--- src/rtl/comp_bist.sv ---
// Self-test sweeper/checker for the comp magnitude comparator.
// Build option: COMP_BIST_STOP_ON_FAIL_EN ends the sweep on the first mismatch.
module comp_bist #(
    parameter int WIDTH  = 1,
    parameter int SETTLE = 1,
    parameter int ERR_W  = 8
) (
    input  logic             clk,
    input  logic             rst_n,
    input  logic             start,
    output logic [WIDTH-1:0] a_out,
    output logic [WIDTH-1:0] b_out,
    input  logic             gtr_in,
    input  logic             eq_in,
    input  logic             less_in,
    output logic             busy,
    output logic             done,
    output logic             pass,
    output logic [ERR_W-1:0] err_count,
    output logic             fail_valid,
    output logic [WIDTH-1:0] fail_a,
    output logic [WIDTH-1:0] fail_b,
    output logic [2:0]       fail_got
);

    localparam int IW = 2 * WIDTH;

    typedef enum logic [1:0] {IDLE, RUN, DONE} state_t;

    state_t           state, state_n;
    logic [IW-1:0]    idx, idx_n;
    logic [7:0]       cnt, cnt_n;
    logic [ERR_W-1:0] err_n;
    logic             fv_n, busy_n, done_n;
    logic [WIDTH-1:0] fa_n, fb_n;
    logic [2:0]       fg_n;
    logic [WIDTH-1:0] cur_a, cur_b;
    logic [2:0]       got, exp_res;
    logic             mism, last, sample, stop;

    assign cur_a   = idx[IW-1:WIDTH];
    assign cur_b   = idx[WIDTH-1:0];
    assign a_out   = cur_a;
    assign b_out   = cur_b;
    assign exp_res = {cur_a > cur_b, cur_a == cur_b, cur_a < cur_b};
    assign got     = {gtr_in, eq_in, less_in};
    assign mism    = (got != exp_res);
    assign last    = (idx == {IW{1'b1}});
    assign sample  = (cnt == 8'(SETTLE));
    assign pass    = done && (err_count == '0);

`ifdef COMP_BIST_STOP_ON_FAIL_EN
    assign stop = last || mism;
`else
    assign stop = last;
`endif

    always_comb begin
        state_n = state;
        idx_n   = idx;
        cnt_n   = cnt;
        err_n   = err_count;
        fv_n    = fail_valid;
        fa_n    = fail_a;
        fb_n    = fail_b;
        fg_n    = fail_got;
        busy_n  = busy;
        done_n  = done;
        unique case (state)
            IDLE, DONE: begin
                if (start) begin
                    state_n = RUN;
                    busy_n  = 1'b1;
                    done_n  = 1'b0;
                    err_n   = '0;
                    fv_n    = 1'b0;
                    fa_n    = '0;
                    fb_n    = '0;
                    fg_n    = '0;
                    idx_n   = '0;
                    cnt_n   = 8'd1;
                end
            end
            RUN: begin
                if (sample) begin
                    if (mism) begin
                        if (err_count != {ERR_W{1'b1}})
                            err_n = err_count + 1'b1;
                        // only the first failing vector is kept
                        if (!fail_valid) begin
                            fv_n = 1'b1;
                            fa_n = cur_a;
                            fb_n = cur_b;
                            fg_n = got;
                        end
                    end
                    if (stop) begin
                        state_n = DONE;
                        busy_n  = 1'b0;
                        done_n  = 1'b1;
                    end else begin
                        idx_n = idx + 1'b1;
                        cnt_n = 8'd1;
                    end
                end else begin
                    cnt_n = cnt + 8'd1;
                end
            end
            default: state_n = IDLE;
        endcase
    end

    always_ff @(posedge clk) begin
        if (!rst_n) begin
            state      <= IDLE;
            idx        <= '0;
            cnt        <= '0;
            err_count  <= '0;
            fail_valid <= 1'b0;
            fail_a     <= '0;
            fail_b     <= '0;
            fail_got   <= '0;
            busy       <= 1'b0;
            done       <= 1'b0;
        end else begin
            state      <= state_n;
            idx        <= idx_n;
            cnt        <= cnt_n;
            err_count  <= err_n;
            fail_valid <= fv_n;
            fail_a     <= fa_n;
            fail_b     <= fb_n;
            fail_got   <= fg_n;
            busy       <= busy_n;
            done       <= done_n;
        end
    end

endmodule

--- config.mk ---
export PLATFORM = sky130hd
export DESIGN_NAME = comp_bist
export DESIGN_NICKNAME = d
export VERILOG_FILES = /design/src/rtl/comp_bist.sv
export SDC_FILE = /design/constraint.sdc
export NUM_CORES = 1
export LEC_CHECK = 0
export BUFFER_PORTS_ARGS = -buffer_cell sky130_fd_sc_hd__buf_4
export CAP_MARGIN = 20
export CORE_UTILIZATION = 60
export DETAILED_ROUTE_END_ITERATION = 16
export PLACE_DENSITY = 0.85
export SLEW_MARGIN = 30
export SYNTH_ARGS = -nofsm -noshare
export SYNTH_HDL_FRONTEND = slang
export SYNTH_SLANG_ARGS = --single-unit
--- constraint.sdc ---
create_clock -name clk -period 3.85 [get_ports clk]
set_clock_uncertainty 0.2 [all_clocks]
set_input_delay 0.5775 -clock clk [delete_from_list [all_inputs] [get_ports clk]]
set_output_delay 0.5775 -clock clk [all_outputs]
set_load 0.01 [all_outputs]
# Word-level counts from Yosys, hierarchy flattened
# Index checks and enable logic that the tools add are counted.
[classes] eq_ne=15 mux=41 reduce_logical=12 addsub=3 order_cmp=2
[ops] op="8-bit two-way mux" n=7
[ops] op="8-bit one-hot mux with 2 select lines" n=2
[ops] op="8-bit by 1-bit adder with 8-bit output (second input constant)" n=2
[ops] op="1-bit two-way mux" n=14
[ops] op="2-bit inequality test (second input constant)" n=7
[ops] op="2-bit two-way mux" n=6
[ops] op="3-bit two-way mux" n=4
[ops] op="4-bit AND reduction" n=3
[ops] op="1-bit one-hot mux with 2 select lines" n=5
[ops] op="5-bit AND reduction" n=2
[ops] op="8-bit by 1-bit equality test with 1-bit output (second input constant)" n=1
[ops] op="8-bit logical NOT" n=1
[ops] op="8-bit inequality test (second input constant)" n=1
[ops] op="2-bit one-hot mux with 2 select lines" n=2
[ops] op="3-bit one-hot mux with 2 select lines" n=1
[ops] op="3-bit AND reduction" n=2
[ops] op="2-bit equality test (second input constant)" n=2
[ops] op="3-bit inequality test" n=1
[ops] op="3-bit inequality test (second input constant)" n=1
[ops] op="2-bit by 1-bit adder with 2-bit output (second input constant)" n=1
[ops] op="2-bit by 1-bit equality test with 1-bit output (second input constant)" n=1
[ops] op="2-bit logical NOT" n=1
[ops] op="2-bit nonzero test" n=1
[ops] op="2-bit OR reduction" n=1
[ops] op="other kinds (4)" n=4
[totals] wordCells=83 ff_bits=28 in_bits=6

# Longest topological paths before layout
[logic_depth] ltp_word=5 depth_mapped=8 ltp_nobuf=7

# Worst setup path after synthesis
# No wires, ideal clock.
[synth_path] path_kind="register to register" from="reg idx[1]" to="reg err_count[6]" n_path_buf=0 slack_ns=1.746 setup_ns=0.116 path_stages_with_launch=8 arrival_time_ns=1.787 required_time_ns=3.534 synth_period_minus_slack_ns=2.104 path_cell_list="dfxtp_1 inv_1 ha_1 xor2_1 nor4_2 a21o_1 nor3_1 o211a_1"
[synth_via] elab_chain_len=4
[synth_lines] element="start: declaration" line="31" text="logic [IW-1:0] idx, idx_n;"
[synth_lines] element="start signal: assignment" line="127" text="idx <= idx_n;"
[synth_lines] element="1-bit < comparator, or another cell as far along" line="45" text="assign exp_res = {cur_a > cur_b, cur_a == cur_b, cur_a < cur_b};"
[synth_lines] element="3-bit inequality test (*)" line="47" text="assign mism = (got != exp_res);"
[synth_lines] element="2-bit inequality test (no line) (*)"
[synth_lines] element="5-bit AND reduction (no line) (*)"
[synth_lines] element="end signal: assignment" line="129" text="err_count <= err_n;"
[synth_lines] element="end: declaration" line="19" text="output logic [ERR_W-1:0] err_count,"
# Every way passes the cells marked *; elsewhere a longest branch is shown, timed or not.
# A chain may end at the register's enable or synchronous reset.

# Worst setup path in the final report
[layout_path] from="reg err_count[0]" to="out pass"
[layout_via] elab_chain_len=2
[layout_lines] element="8-bit logical NOT" line="50" text="assign pass = done && (err_count == '0);"
[layout_lines] element="1-bit logical AND" line="50"
[layout_lines] element="end: declaration" line="18" text="output logic pass,"
# Every way passes these cells.

==> run metrics <==
status completed; CP endpoint kind output pin; slew margin rel. around 66%; most used flip-flop cell after synthesis sky130_fd_sc_hd__dfxtp_1; Min-Delay Endpoint busy; vias in the first global route 1162; number of buffers between clock root and the deepest sink 2; met2 routing resource usage after global routing about 44%; maximum number of pins on one net before global-route repair 39; Pwr Density around 320 nW/um^2; startpoint kind of the worst setup timing path register; post_cts resized 0; fmax ~430 MHz; Mapped Nets 190; Num Clock Sinks 28; number of iterations in the first detailed-routing pass 4; Initial Utilization about 63%; area occupied by multi-input gates 902 sq um; Global Route met1 Usage 31.1%; Root Buffer Master sky130_fd_sc_hd__clkbuf_4; total CTS buffers 3; hold path depth 2; worst path arrival time ~1.6 ns; worst-case vdd ir drop ~230 uV; part of the cycle the worst path needs between 60% and 70%; Worst-Skew Late Latency 0.33 ns; cell types with the highest counts after synthesis 28 x sky130_fd_sc_hd__dfxtp_1, 25 x sky130_fd_sc_hd__nand2_1, 10 x sky130_fd_sc_hd__a21boi_0, 10 x sky130_fd_sc_hd__o21ai_0, 9 x sky130_fd_sc_hd__nor2_1; leakage power approximately 0.69 nW; layout cells sized above 1 between 20% and 30%; class of the tightest hold or removal check register to register; post-CTS setup-driven buffer insertion count 0; area of the die between 2000 and 3000 sq um; depth of the most critical reg-to-reg path 7; type of the worst setup path register to output pin; Worst R2R Start idx[1]; Worst-path clk slew around 0.15 ns; number of hold-slack violations in the final timing report 0; Die Width ~53 microns; vias after detailed routing ~1300; Finish-stage setup viols 0; sequential share of the synthesized area between 30% and 40%; leading post-synthesis cells by cell area sky130_fd_sc_hd__dfxtp_1 36%, sky130_fd_sc_hd__nand2_1 6.0%, sky130_fd_sc_hd__ha_1 5.6%; wire per inst around 14 microns; die boundary height between 50 and 60 microns; number of slew-limit violations in the final report 0; count of port buffers added during placement 24; Fillers 186; clock tree from TritonCTS done; post-detailed-route DRC marker count 0; total of max-cap violations 0; synth unique cells 43; net count of the finished layout 212; actual transition at the worst max-transition pin ~0.5 ns; level count of the clock H-tree 1; synthesis-stage register bit count 28; Final Critical Period 2.34 ns; Worst Path Max Fanout 6; overall routed net length roughly 3.3 mm; wire length of the first global-routing pass ~5 mm; area of the mapped netlist between 1500 and 2000 sq um; Setup Total Neg Slack 0 ns; growth of design area from synthesis to finish 12.2%; leading cell type by number of instances after synthesis sky130_fd_sc_hd__dfxtp_1; Final ANT Viol Nets 0; # IOs 25; share of synthesized registers carrying an async set or reset 0%; Syn Inst Count ~180; drt via density 5.84; antenna diode count 0; endpoint of the lowest-slack register-to-register path fail_b; aggregate global routing overflow 0; most congested layer reported by global routing met2; core area 2450 sq um; final instance area approximately 1700 sq um; count of hold buffers inserted by post-cts repair 0; Synth Area per Inst 8.78 sq um; reg-to-reg setup timing slack between 1.5 and 2 ns; antenna violations before repair 0; top cell type's share of synthesized area roughly 36%; placed wire-length estimate roughly 2.4 mm; total of warnings raised by yosys 0; data required time of the critical path just over 3 ns; hold_ws 0.280 ns; register area 561 sq um; number of flops mapped to enable cells by yosys 0; placer's final routability congestion estimate 0.821; All-Layer GR Usage roughly 25%; Cell Rows 18; GRT met3 Usage under 10%; violation count after the first detailed-routing iteration 29; cell area after placement between 1500 and 2000 sq um; biggest area consumer among synthesized cells sky130_fd_sc_hd__dfxtp_1; min-delay src busy; setup repair after global routing missed its margin false
==> area by class of cell <==
type | instances | area share, %
Tap cell | 30 | 2.15
Timing Repair Buffer | 24 | 10.3
Sequential cell | 28 | 32.2
Multi-Input combinational cell | 135 | 51.8
Inverter | 7 | 1.51
Clock buffer | 4 | 2.08
==> how the worst max path moves through the flow <==
stage,start,end,slack (ns),cells after the start
floorplan,idx[1],err_count[6],1.75,7
global placement,cnt[0],err_count[4],1.72,6
detailed placement,idx[1],fail_b,1.61,7
CTS,err_count[0],pass,1.53,5
global route,err_count[0],pass,1.46,5
finish,err_count[0],pass,1.51,5
==> power by group <==
group	switching (mW)	leakage [nW]	internal (mW)
combinational	0.0662	0.447	0.0446
clock	0.0874	0.0210	0.0579
sequential	0.00868	0.227	0.299
total	0.162	0.695	0.401
==> state kept, by name, indices dropped and copies added, names as in the netlist <==
| name | flops |
|---|---|
| busy | 1 |
| cnt | 8 |
| done | 1 |
| err_count | 8 |
| fail_a | 1 |
| fail_b | 1 |
| fail_got | 3 |
| fail_valid | 1 |
| idx | 2 |
| state | 2 |
==> metrics by stage <==
step	setup slack (ns)	total power [mW]	utilization (%)	std cells
detailed placement	1.61	0.423	69.5	224
global placement	1.72	0.419	69.5	224
CTS	1.53	0.563	71.0	228
global route	1.46	0.585	71.0	228
finish	1.51	0.564	71.0	228
floorplan	1.75	0.404	-	177
==> cell families after synthesis <==
kind of cell | Yosys count | share of synthesized area, %
flops | 28 | 36.1
simple gates | 76 | 28.8
buf+inv | 14 | 5.88
compound gates | 49 | 21.9
fa+ha+maj | 7 | 5.64
xor+xnor | 3 | 1.69
==> critical path, cell delays in order (launching register included) <==
cell and delay, ns:
sky130_fd_sc_hd__dfxtp_1 0.39, sky130_fd_sc_hd__inv_1 0.09, sky130_fd_sc_hd__ha_1 0.15, sky130_fd_sc_hd__nor4b_1 0.26, sky130_fd_sc_hd__and4_1 0.23, sky130_fd_sc_hd__buf_4 0.11
==> per-layer routing <==
layer	wire, microns	part of all wire, %	vias to the layer above
li1	-	-	680
met1	1520	46	612
met2	1610	49	33
met3	110	3.3	6
met4	47	1.4	0
met5	0	0	-
==> cells in the final DEF (no fill, tap or decap), types with 8 or more instances in the layout <==
| master | count |
|---|---|
| sky130_fd_sc_hd__buf_4 | 24 |
| sky130_fd_sc_hd__o21ai_0 | 10 |
| sky130_fd_sc_hd__nand2_1 | 25 |
| sky130_fd_sc_hd__o22ai_1 | 8 |
| sky130_fd_sc_hd__a21boi_0 | 10 |
| sky130_fd_sc_hd__nor2_1 | 9 |
| sky130_fd_sc_hd__dfxtp_1 | 28 |
No activity file was read; power rests on OpenSTA's default activity.
